## src/rtl/serial_adder_ctrl_if.sv

```systemverilog
// serial_adder_ctrl_if: start/ready handshake, operands and result of the bit-serial adder.
//   start, a, b              : driven by the requesting master
//   ready, busy, done, sum, cout : driven by the adder controller (slave)
interface serial_adder_ctrl_if #(parameter int WIDTH = 8);
    logic             start;
    logic [WIDTH-1:0] a;
    logic [WIDTH-1:0] b;
    logic             ready;
    logic             busy;
    logic             done;
    logic [WIDTH-1:0] sum;
    logic             cout;
    modport master (output start, a, b, input ready, busy, done, sum, cout);
    modport slave (input start, a, b, output ready, busy, done, sum, cout);
endinterface

```

## src/rtl/serial_adder_ctrl.sv

```systemverilog
// serial_adder_ctrl: bit-serial WIDTH-bit adder, one result bit per clock through a half-adder pair.
//   clk  : rising-edge clock
//   rst  : synchronous active-high reset
//   bus  : slave side of serial_adder_ctrl_if (start/a/b in; ready/busy/done/sum/cout out)
module half_adder (
    input  logic a_i,
    input  logic b_i,
    output logic s_o,
    output logic c_o
);
    assign s_o = a_i ^ b_i;
    assign c_o = a_i & b_i;
endmodule

module serial_adder_ctrl #(
    parameter int WIDTH = 8
) (
    input logic               clk,
    input logic               rst,
    serial_adder_ctrl_if.slave bus
);
    localparam int CW = WIDTH > 1 ? $clog2(WIDTH) : 1;
    typedef enum logic [1:0] {IDLE, RUN, DONE} state_t;
    state_t           state_q;
    logic [WIDTH-1:0] a_q, b_q, res_q, sum_q, res_d;
    logic [CW-1:0]    cnt_q;
    logic             carry_q, cout_q, busy_q, done_q;
    logic             s0, c0, s1, c1, carry_d;
    half_adder ha0 (.a_i(a_q[0]), .b_i(b_q[0]), .s_o(s0), .c_o(c0));
    half_adder ha1 (.a_i(s0), .b_i(carry_q), .s_o(s1), .c_o(c1));
    assign carry_d = c0 | c1;
    // New bit enters at the MSB; after WIDTH shifts bit 0 has reached the LSB.
    assign res_d = (res_q >> 1) | (WIDTH'(s1) << (WIDTH - 1));
    always_ff @(posedge clk) begin
        if (rst) begin
            state_q <= IDLE;
            a_q     <= '0;
            b_q     <= '0;
            res_q   <= '0;
            sum_q   <= '0;
            cnt_q   <= '0;
            carry_q <= 1'b0;
            cout_q  <= 1'b0;
            busy_q  <= 1'b0;
            done_q  <= 1'b0;
        end else begin
            case (state_q)
                IDLE: if (bus.start) begin
                    state_q <= RUN;
                    a_q     <= bus.a;
                    b_q     <= bus.b;
                    carry_q <= 1'b0;
                    cnt_q   <= '0;
                    busy_q  <= 1'b1;
                end
                RUN: begin
                    a_q     <= a_q >> 1;
                    b_q     <= b_q >> 1;
                    res_q   <= res_d;
                    carry_q <= carry_d;
                    cnt_q   <= cnt_q + CW'(1);
                    if (cnt_q == CW'(WIDTH - 1)) begin
                        state_q <= DONE;
                        sum_q   <= res_d;
                        cout_q  <= carry_d;
                        busy_q  <= 1'b0;
                        done_q  <= 1'b1;
                    end
                end
                default: begin
                    state_q <= IDLE;
                    done_q  <= 1'b0;
                end
            endcase
        end
    end
    assign bus.ready = state_q == IDLE;
    assign bus.busy  = busy_q;
    assign bus.done  = done_q;
    assign bus.sum   = sum_q;
    assign bus.cout  = cout_q;
endmodule

```

## src/flat_wrapper.sv

```systemverilog
// flat-port wrapper written by rule: the top's interface ports become plain ports
module serial_adder_ctrl_flat 
#(
    parameter int WIDTH = 8
)
  (clk, rst, bus_start, bus_a, bus_b, bus_ready, bus_busy, bus_done, bus_sum, bus_cout);
  serial_adder_ctrl_if #(.WIDTH(WIDTH)) bus_i ();
  input logic clk;
  input logic rst;
  input wire logic [$bits(bus_i.start)-1:0] bus_start;
  input wire logic [$bits(bus_i.a)-1:0] bus_a;
  input wire logic [$bits(bus_i.b)-1:0] bus_b;
  output wire logic [$bits(bus_i.ready)-1:0] bus_ready;
  output wire logic [$bits(bus_i.busy)-1:0] bus_busy;
  output wire logic [$bits(bus_i.done)-1:0] bus_done;
  output wire logic [$bits(bus_i.sum)-1:0] bus_sum;
  output wire logic [$bits(bus_i.cout)-1:0] bus_cout;
  assign bus_i.start = bus_start;
  assign bus_i.a = bus_a;
  assign bus_i.b = bus_b;
  assign bus_ready = bus_i.ready;
  assign bus_busy = bus_i.busy;
  assign bus_done = bus_i.done;
  assign bus_sum = bus_i.sum;
  assign bus_cout = bus_i.cout;
  serial_adder_ctrl #(.WIDTH(WIDTH)) u_core (.clk(clk), .rst(rst), .bus(bus_i));
endmodule
```

## config.mk

```make
export PLATFORM = sky130hd
export DESIGN_NAME = serial_adder_ctrl_flat
export DESIGN_NICKNAME = d
export VERILOG_FILES = /design/src/rtl/serial_adder_ctrl_if.sv /design/src/rtl/serial_adder_ctrl.sv /design/src/flat_wrapper.sv
export SDC_FILE = /design/constraint.sdc
export NUM_CORES = 1
export LEC_CHECK = 0
export ABC_AREA = 1
export BUFFER_PORTS_ARGS = -buffer_cell sky130_fd_sc_hd__buf_2
export CAP_MARGIN = 30
export CORE_MARGIN = 5
export CORE_UTILIZATION = 54
export CTS_CLUSTER_DIAMETER = 40
export DETAILED_ROUTE_END_ITERATION = 12
export PLACE_DENSITY = 0.78
export SETUP_SLACK_MARGIN = 0.4
export SLEW_MARGIN = 20
export SYNTH_ARGS = -nofsm -noshare
export SYNTH_HDL_FRONTEND = slang
export SYNTH_SLANG_ARGS = --single-unit
```

## constraint.sdc

```tcl
create_clock -name clk -period 1.5 [get_ports clk]
set_clock_uncertainty 0.1 [all_clocks]
set_input_delay 0.075 -clock clk [delete_from_list [all_inputs] [get_ports clk]]
set_output_delay 0.075 -clock clk [all_outputs]
set_load 0.02 [all_outputs]
```

# Yosys cells after proc, flatten, opt, wreduce, memory -nomap -nowiden
# Index checks and enable logic that the tools add are counted.
[word_totals]
regBits = 41
elab_cells = 45
[op_classes]
n_addsub = 1
n_eq_ne = 4
muxes = 16
bitwise_logic = 7
n_reduce_logical = 7
[op_table]
columns = ["op", "count"]
rows = [
  ["$pmux W8 S2", 2],
  ["$mux W8", 2],
  ["$or A7 B8 Y8", 1],
  ["$reduce_and A2 Y1", 4],
  ["$pmux W1 S2", 3],
  ["$pmux W3 S2", 1],
  ["$mux W1", 4],
  ["$mux W2", 2],
  ["$pmux W2 S2", 1],
  ["$add A3 B1 Y3 const B", 1],
  ["$eq A3 B3 Y1 const B", 1],
  ["$mux W3", 1],
  ["$reduce_and A3 Y1", 1],
  ["$and A1 B1 Y1", 2],
  ["$eq A2 B1 Y1 const B", 1],
  ["$logic_not A2 Y1", 1],
  ["$ne A2 B1 Y1 const B", 1],
  ["$ne A2 B2 Y1 const B", 1],
  ["$reduce_bool A2 Y1", 1],
  ["$xor A1 B1 Y1", 2],
  ["$not A1 Y1", 1],
  ["$or A1 B1 Y1", 1],
]

# Depth between registers and ports, before layout
# Gate-level depths: netlist of run 1.
[logic_depth]
ltp_word = 4
ltp_mapped = 8

# Cells and area by module
# Synthesis of run 1 repeated with hierarchy kept, for this count alone.
[unflattened]
hier_cells = 243
hier_area_um2 = 1824.2
[by_module_without_submodules]
columns = ["mod", "n_inst", "cells_each", "area_each_um2", "seq_area_each_um2"]
rows = [
  ["serial_adder_ctrl", 1, 241, 1799.2, 800.8],
  ["half_adder", 2, 1, 12.5, 0.0],
]

# Least setup slack after synthesis of run 1
# Ideal clock, no wire load.
[synth_path]
path_type = "reg2reg"
start = "reg u_core.cnt_q[0]"
end = "reg u_core.cout_q, in the netlist u_core.bus.cout"
setup_ps = 59
arrival_time_ps = 1101
required_ps = 1341
slack_ps = 241
stages_incl_launch_ff = 9
path_buffers = 0
period_less_slack_ps = 1259
path_cell_list = "dfxtp_1 ha_1 ha_1 inv_1 nor2_1 nand2_1 inv_2 nand2_1 nand2_1"
[synth_via]
elab_chain_cells = 2
[synth_lines]
columns = ["element", "line_no", "source"]
rows = [
  ["start, declared", "serial_adder_ctrl.sv:26", "logic [CW-1:0] cnt_q;"],
  ["start signal, assigned", "serial_adder_ctrl.sv:61", "cnt_q <= cnt_q + CW'(1);"],
  ["$eq A3 B3 Y1", "serial_adder_ctrl.sv:62", "if (cnt_q == CW'(WIDTH - 1)) begin"],
  ["$reduce_and A2 Y1 (no line)", "-", ""],
  ["end signal, assigned", "serial_adder_ctrl.sv:65", "cout_q <= carry_d;"],
  ["end, declared", "serial_adder_ctrl.sv:27", "logic carry_q, cout_q, busy_q, done_q;"],
]
# No other way between the ends.
# A chain may end at the register's enable or synchronous reset.

# Worst setup path in the final report of run 1
[layout_path]
start = "reg u_core.state_q[1]"
end = "reg u_core.a_q[3]"
[layout_via]
elab_chain_cells = 3
word_cells_on_any_way = 6
classes_between = "eq/ne: 2; mux: 1; reduce/logical: 3"
[layout_lines]
columns = ["element", "line_no", "source"]
rows = [
  ["start, declared", "serial_adder_ctrl.sv:24", "state_t state_q;"],
  ["start signal, assigned", "serial_adder_ctrl.sv:36", "state_q <= IDLE;"],
  ["start signal, assigned", "serial_adder_ctrl.sv:49", "state_q <= RUN;"],
  ["start signal, assigned", "serial_adder_ctrl.sv:63", "state_q <= DONE;"],
  ["$eq A2 B1 Y1 or $logic_not A2 Y1 (tied branches)", "serial_adder_ctrl.sv:47", "case (state_q)"],
  ["$reduce_bool A2 Y1 (no line) or $ne A2 B2 Y1 (tied branches)", "-", ""],
  ["$reduce_and A2 Y1 (no line)", "-", ""],
  ["end signal, assigned", "serial_adder_ctrl.sv:50", "a_q <= bus.a;"],
  ["end signal, assigned", "serial_adder_ctrl.sv:57", "a_q <= a_q >> 1;"],
  ["end, declared", "serial_adder_ctrl.sv:25", "logic [WIDTH-1:0] a_q, b_q, res_q, sum_q, res_d;"],
]
# Several ways; a longest one is shown, not always the timed one.

==> results.md, run 1 <==
- Global-route wire length before repair: ~9400 um
- Slew Viols, Final: 0
- Critical-path cell list: inv_8 > nand2_8 > inv_6 > buf_6 > nand2_2 > nand2_1 > nor2_1 > nor2_1
- Full die area: 0.00435 mm^2
- Die W: 66.0 um
- CP startpoint kind: register
- Post-DP HPWL: approximately 2400 um
- Most frequent cells after synthesis: nand3_1 (50), nand2_1 (48), dfxtp_1 (40)
- Via density: 6.18
- Post-layout min period: around 1.4 ns
- FFs w/ async S/R, synth: 0%
- CP max FO: 7
- Starting Density: 55.9%
- Placed Area: ~0.0019 mm^2
- Syn Inst Count: 232
- VDD IR max: 0.845 mV
- Tightest Pin Transition: 0.481 ns
- Final number of setup-violating endpoints: 0
- CP max stage delay: 0.42 ns
- Worst path slowest cell: dfxtp_4
- Share of cells above drive strength 1: between 40% and 50%
- Placed insts: 302
- Fmax achieved: 716 MHz
- CP arrival: 1.56 ns
- Synth top area cells: dfxtp_1 (47%), nand3_1 (15%), nand2_1 (11%)
- Pin count of the biggest net entering global routing: 16
- CP required: 1.67 ns
- Final Hold Viols: 0
- DR iter-0 viols: 371
- Clk buf depth: 2
- Post-Place Worst Slack: 0.179 ns
- Antenna Cells: 0
- Area delta synth->final: 62.3%
- Site Rows: 20
- CORE AREA: 0.00303 mm^2
- Vias in the first global route: between 1500 and 2000
- Congestion Overflow GR: 0
- # DRC: 0
- Fin Setup TNS: 0 ns
- Crit path max-delay family: simple AND/OR/NAND/NOR gates
- Outcome: completed
- Pre-Repair DR Iteration Count: 7
- CTS tree: built
- Die Y: 66.0 um
- Nets: ~330
- P_leak: around 1.3 nW
- Filler Cells Inserted: 113
- Most frequent CP cell: nor2_1
- Sequential fraction of the synthesis area: between 40% and 50%
- Worst hold path class: input port to register
- WS Path Type: register to register
- Max_cap viols: 0
- Routed wire length: about 7600 um
- #FFs+latches synth: 40
- Fin area: approximately 0.0027 mm^2
- Boundary Pins: 31
- Port bufs: 30
- Gr usage total: 28.3%
- Initial antenna violation count: 0
- Insertion delay to the later sink of the worst-skew pair: 0.37 ns
- Slew Limit Headroom: ~68%
- Mapped Nets: approximately 250
- Crit path capture type: register
- Synth Cell Area: roughly 0.0017 mm^2
- YS warnings: 0
- Unique masters post-synth: 17
- Root Buffer: clkbuf_4
- Avg Inst Size Synth: 7.30 um^2
- H-tree lvl count: 2
- Most frequent cell after synthesis: nand3_1
- Power Density: ~900 mW/mm^2
- CP Buf/Inv Count: 3
- Cell Count, Final, Fillers Out: 348
- CTS Buf Count: 5
- Synth top area share: 47.3%
- Unrepaired setup endpoints after global routing: true
- Fin crit share: 93.1%
- Placer Congestion: 0.789
- Yosys top cell by area: dfxtp_1
- Worst setup margin: around 0.10 ns
- Reg clk slew, reported paths: 0.14 ns
- Clock Sinks: 40
- Via Count: 2152
- Wire per inst: 22.0 um
- Main synth FF type: dfxtp_1
- Post-synth EDFFs: 0
- Antenna-violating nets left: 0
stage by stage:
stage | total power, mW | hold slack (ns) | utilization, %
finish | 2.48 | 0.0267 | 90.7
global route | 2.55 | 0.0224 | 90.7
CTS | 2.30 | 0.00223 | 84.3
detailed placement | 1.44 | 0.232 | 64.3
global placement | 1.44 | 0.232 | 64.3
floorplan | 1.37 | 0.118 | -
final cells by class:
| class | count | area [um^2] | share of cell area (%) |
|---|---|---|---|
| repair inverters | 1 | 7.51 | 0.273 |
| inverters | 26 | 118 | 4.28 |
| well taps | 44 | 55.1 | 2.00 |
| clock inverters | 3 | 47.5 | 1.73 |
| multi-input cells | 156 | 1060 | 38.8 |
| repair buffers | 73 | 598 | 21.8 |
| clock buffers | 5 | 37.5 | 1.37 |
| flip-flops and latches | 40 | 820 | 29.8 |
placed cells by master, fill, tap and decap left out, types with 4 or more instances in the layout:
cell type,count
nand2_1,35
nor2_1,21
a21oi_2,9
dfxtp_1,31
inv_1,20
nand3_1,27
buf_2,26
buf_4,17
nand2_4,4
buf_6,12
nand2_2,10
dfxtp_2,6
clkbuf_4,5
nand2_8,4
dlygate4sd3_1,15
o21ai_0,8
nor2_2,4
a21oi_1,4
nand3_2,20
sequential cells by signal (all words and copies together), names as in the netlist:
register         flops
u_core.bus.busy      1
u_core.bus.cout      1
u_core.carry_q       1
u_core.b_q           8
u_core.bus.done      1
u_core.bus.sum       8
u_core.res_q         7
u_core.state_q       2
u_core.a_q           8
u_core.cnt_q         3
path summary, 6_finish.rpt:
path	from	end	slack, ns	depth (start not counted)
worst max-delay path	u_core.state_q[1]	u_core.a_q[3]	0.10	8
worst min-delay path	rst	u_core.carry_q	0.03	3
worst max register to register	u_core.state_q[1]	u_core.a_q[3]	0.10	8
worst min register to register	u_core.bus.sum[7]	u_core.bus.sum[7]	0.38	2
kinds of logic after synthesis:
kind of cell,after synthesis,share of synthesized area [%]
adders and majority gates,3,2.66
and+or+nand+nor,129,33.2
AOI/OAI and AO/OA,22,6.50
buffers and inverters,38,10.3
DFF,40,47.3
power breakdown:
part	switching, mW	internal (mW)
logic	0.306	0.227
clock network	0.414	0.356
registers	0.0612	1.12
repair_timing:
item | in CTS | in global routing
hold buffers | 15 | 0
resized for setup | 49 | 45
buffers inserted | 14 | 4
cloned | 4 | 1
endpoints found under the hold margin | 15 | 0
pin swaps | 17 | 14
setup endpoints to repair | 41 | 46
worst register-to-register path: cells and delay by family (launching register included):
kind	cells	cell delay, ns
buffers and inverters	3	0.26
AND/OR/NAND/NOR	5	0.52
flip-flops	1	0.42
routing by layer:
layer | share of wire (%) | vias up | GRT usage [%]
met4 | 5.7 | 0 | 17.0
met2 | 46 | 224 | 46.8
met1 | 37 | 971 | 33.3
li1 | - | 892 | -
met3 | 11 | 65 | 5.95
met5 | 0 | - | 0
(Power assumes the default switching activity.)
==> inputs of run 2 (changes only) <==
CORE_UTILIZATION = 49   (was 54)
PLACE_DENSITY = 0.74   (was 0.78)
clock period = 1.25 ns   (was 1.5 ns; I/O delays follow)
==> run 2 against run 1 <==
Against the previous run:
- the flow now finishes with violations (negative hold slack, negative setup slack)
- worst setup slack worse by 0.16 ns
- routed wire length fell by 35%
- sequential share of layout area grew 2.2 points
- final cell count fell by 1.7%
- flip-flop and latch count is the same
- sequential power increased by 18%
- critical endpoint is now bus_ready
- highest routed layer unchanged
==> results.md, run 2 (synthesis results as in run 1) <==
- Outcome: complete, but fails checks
- Violated checks: negative hold slack, negative setup slack
- CTS Buf Count: 5
- Clk buf depth: 2
- Die Y: 68.8 um
- Routed wl met3: roughly 270 um
- Worst setup margin: -0.0522 ns
- CP max FO: 3
- Top routing layer in use: met4
- Commonest non-fill, non-tap cells in the layout: nand2_1 (43), nand3_1 (43), dfxtp_1 (22)
- Root Buffer: clkbuf_4
- Port bufs: 30
- HP Start: rst
- # DRC: 0
- Placed insts: 310
- Reg clk slew, reported paths: about 0.12 ns
- Gr usage total: between 20% and 30%
- Worst path slowest cell: dfxtp_4
- Post-Place Worst Slack: 0.000366 ns
- P_leak: about 1.2 nW
- Max_cap viols: 0
- Routed length on met1: just over 2000 um
- Clock Sinks: 40
- Area delta synth->final: 52.6%
- DR iter-0 viols: around 200
- Post-DP HPWL: 2700 um
- Routed wire length: between 4000 and 5000 um
- Power Density: 1070 mW/mm^2
- Cell Count, Final, Fillers Out: 342
- Boundary Pins: 31
- Vias in the first global route: 1687
- CTS hold repair buffers: 16
- Tightest Pin Transition: 0.273 ns
- Pre-Repair DR Iteration Count: 4
- Worst r2r src: u_core.cnt_q[0]
- Full die area: between 0.004 and 0.005 mm^2
- WS Path Type: register to output port
- Placer Congestion: 0.797
- Met2 WL: 2560 um
- Most frequent CP cell: buf_6
- Fmax achieved: 768 MHz
- CORE AREA: roughly 0.0033 mm^2
- Filler Cells Inserted: 226
- Initial antenna violation count: 0
- Pin count of the biggest net entering global routing: 17
- Crit path max-delay family: flip-flops
- Wire per inst: approximately 15 um
- Insertion delay to the later sink of the worst-skew pair: roughly 0.36 ns
- Crit path capture type: output port
- CTS tree: built
- Final Hold Viols: 2
- Critical-path cell list: buf_6 > nor2_4 > buf_6
- Unrepaired setup endpoints after global routing: true
- Slew Limit Headroom: 81.7%
- Fin crit share: 104%
- Final hold slack: -0.00534 ns
- Worst setup path startpoint: u_core.state_q[0]
- Post-layout min period: about 1.3 ns
- Share of cells above drive strength 1: 38.2%
- Via density: 5.17
- Antenna Cells: 0
- Fin Setup TNS: -0.399 ns
- Starting Density: 50.7%
- Final number of setup-violating endpoints: 12
- Slew Viols, Final: 0
- Worst hold path class: input port to register
- Via Count: 1768
- H-tree lvl count: 2
- CP max stage delay: 0.39 ns
- Antenna-violating nets left: 0
- CP required: 1.09 ns
- Nets: around 320
- Congestion Overflow GR: 0
- CP startpoint kind: register
- Die W: 68.8 um
- CP Buf/Inv Count: 2
- Global-route wire length before repair: 7140 um
- CP arrival: around 1.1 ns
- Site Rows: 21
- VDD IR max: 1.04 mV
[run 2: cell types whose count changed in the layout (fill, tap and decap cells not counted), sizes merged]
cell	before	now
inv	26	25
clkinv	2	3
buf	58	50
dlygate4sd3	15	16
clkbuf	5	6
nand2	53	51
[run 2: timing repair]
item,in CTS,in global routing
setup endpoints to repair,52,52
setup buffers,3,3
resized for setup,38,35
hold endpoints to repair,22,2
pin swaps,3,11
gates cloned,0,2
[run 2: metrics by stage]
| stage | hold WS, ns | utilization, % | instance area [um^2] | power [mW] |
|---|---|---|---|---|
| finish | -0.00534 | 77.4 | 2580 | 2.77 |
| global placement | 0.221 | 61.0 | 2040 | 1.77 |
| CTS | -0.0275 | 72.0 | 2400 | 2.68 |
| detailed placement | 0.223 | 61.0 | 2040 | 1.77 |
| global route | -0.0151 | 77.4 | 2580 | 2.89 |
| floorplan | 0.110 | - | 1770 | 1.65 |
[run 2: worst paths after layout]
path,to,slack (ns),cells past startpoint
min,u_core.bus.sum[0],-0.005,4
min reg2reg,u_core.bus.sum[6],0.37,2
max reg2reg,u_core.bus.sum[2],-0.05,8
max,bus_ready,-0.05,3
[run 2: area by class of cell]
type	count	area [um^2]	share of cell area, %
multi-input combinational	154	867	33.6
tap	46	57.6	2.23
sequential	40	828	32.1
inverter	26	115	4.46
clock buffer	5	37.5	1.45
clock inverter	3	42.5	1.65
timing repair inverter	1	5.00	0.194
timing repair buffer	67	629	24.4
[run 2: worst reg2reg max path, cell delays in order (launching register included)]
cell and delay [ns]:
dfxtp_2 0.38, ha_4 0.14, ha_4 0.13, inv_4 0.04
nor2_4 0.16, nand2_4 0.09, clkinv_4 0.08, nand2_1 0.06
nand2_1 0.06
[run 2: power by group]
part | internal (mW) | switching (mW) | total (mW) | leakage, nW
clock | 0.417 | 0.451 | 0.868 | 0.0412
combinational | 0.254 | 0.257 | 0.511 | 0.827
sequential | 1.34 | 0.0518 | 1.39 | 0.336
[run 2: metal layers]
layer,track usage [%],up-vias
li1,-,865
met2,36.2,66
met4,5.84,0
met5,0,-
met3,7.46,12
met1,22.8,825
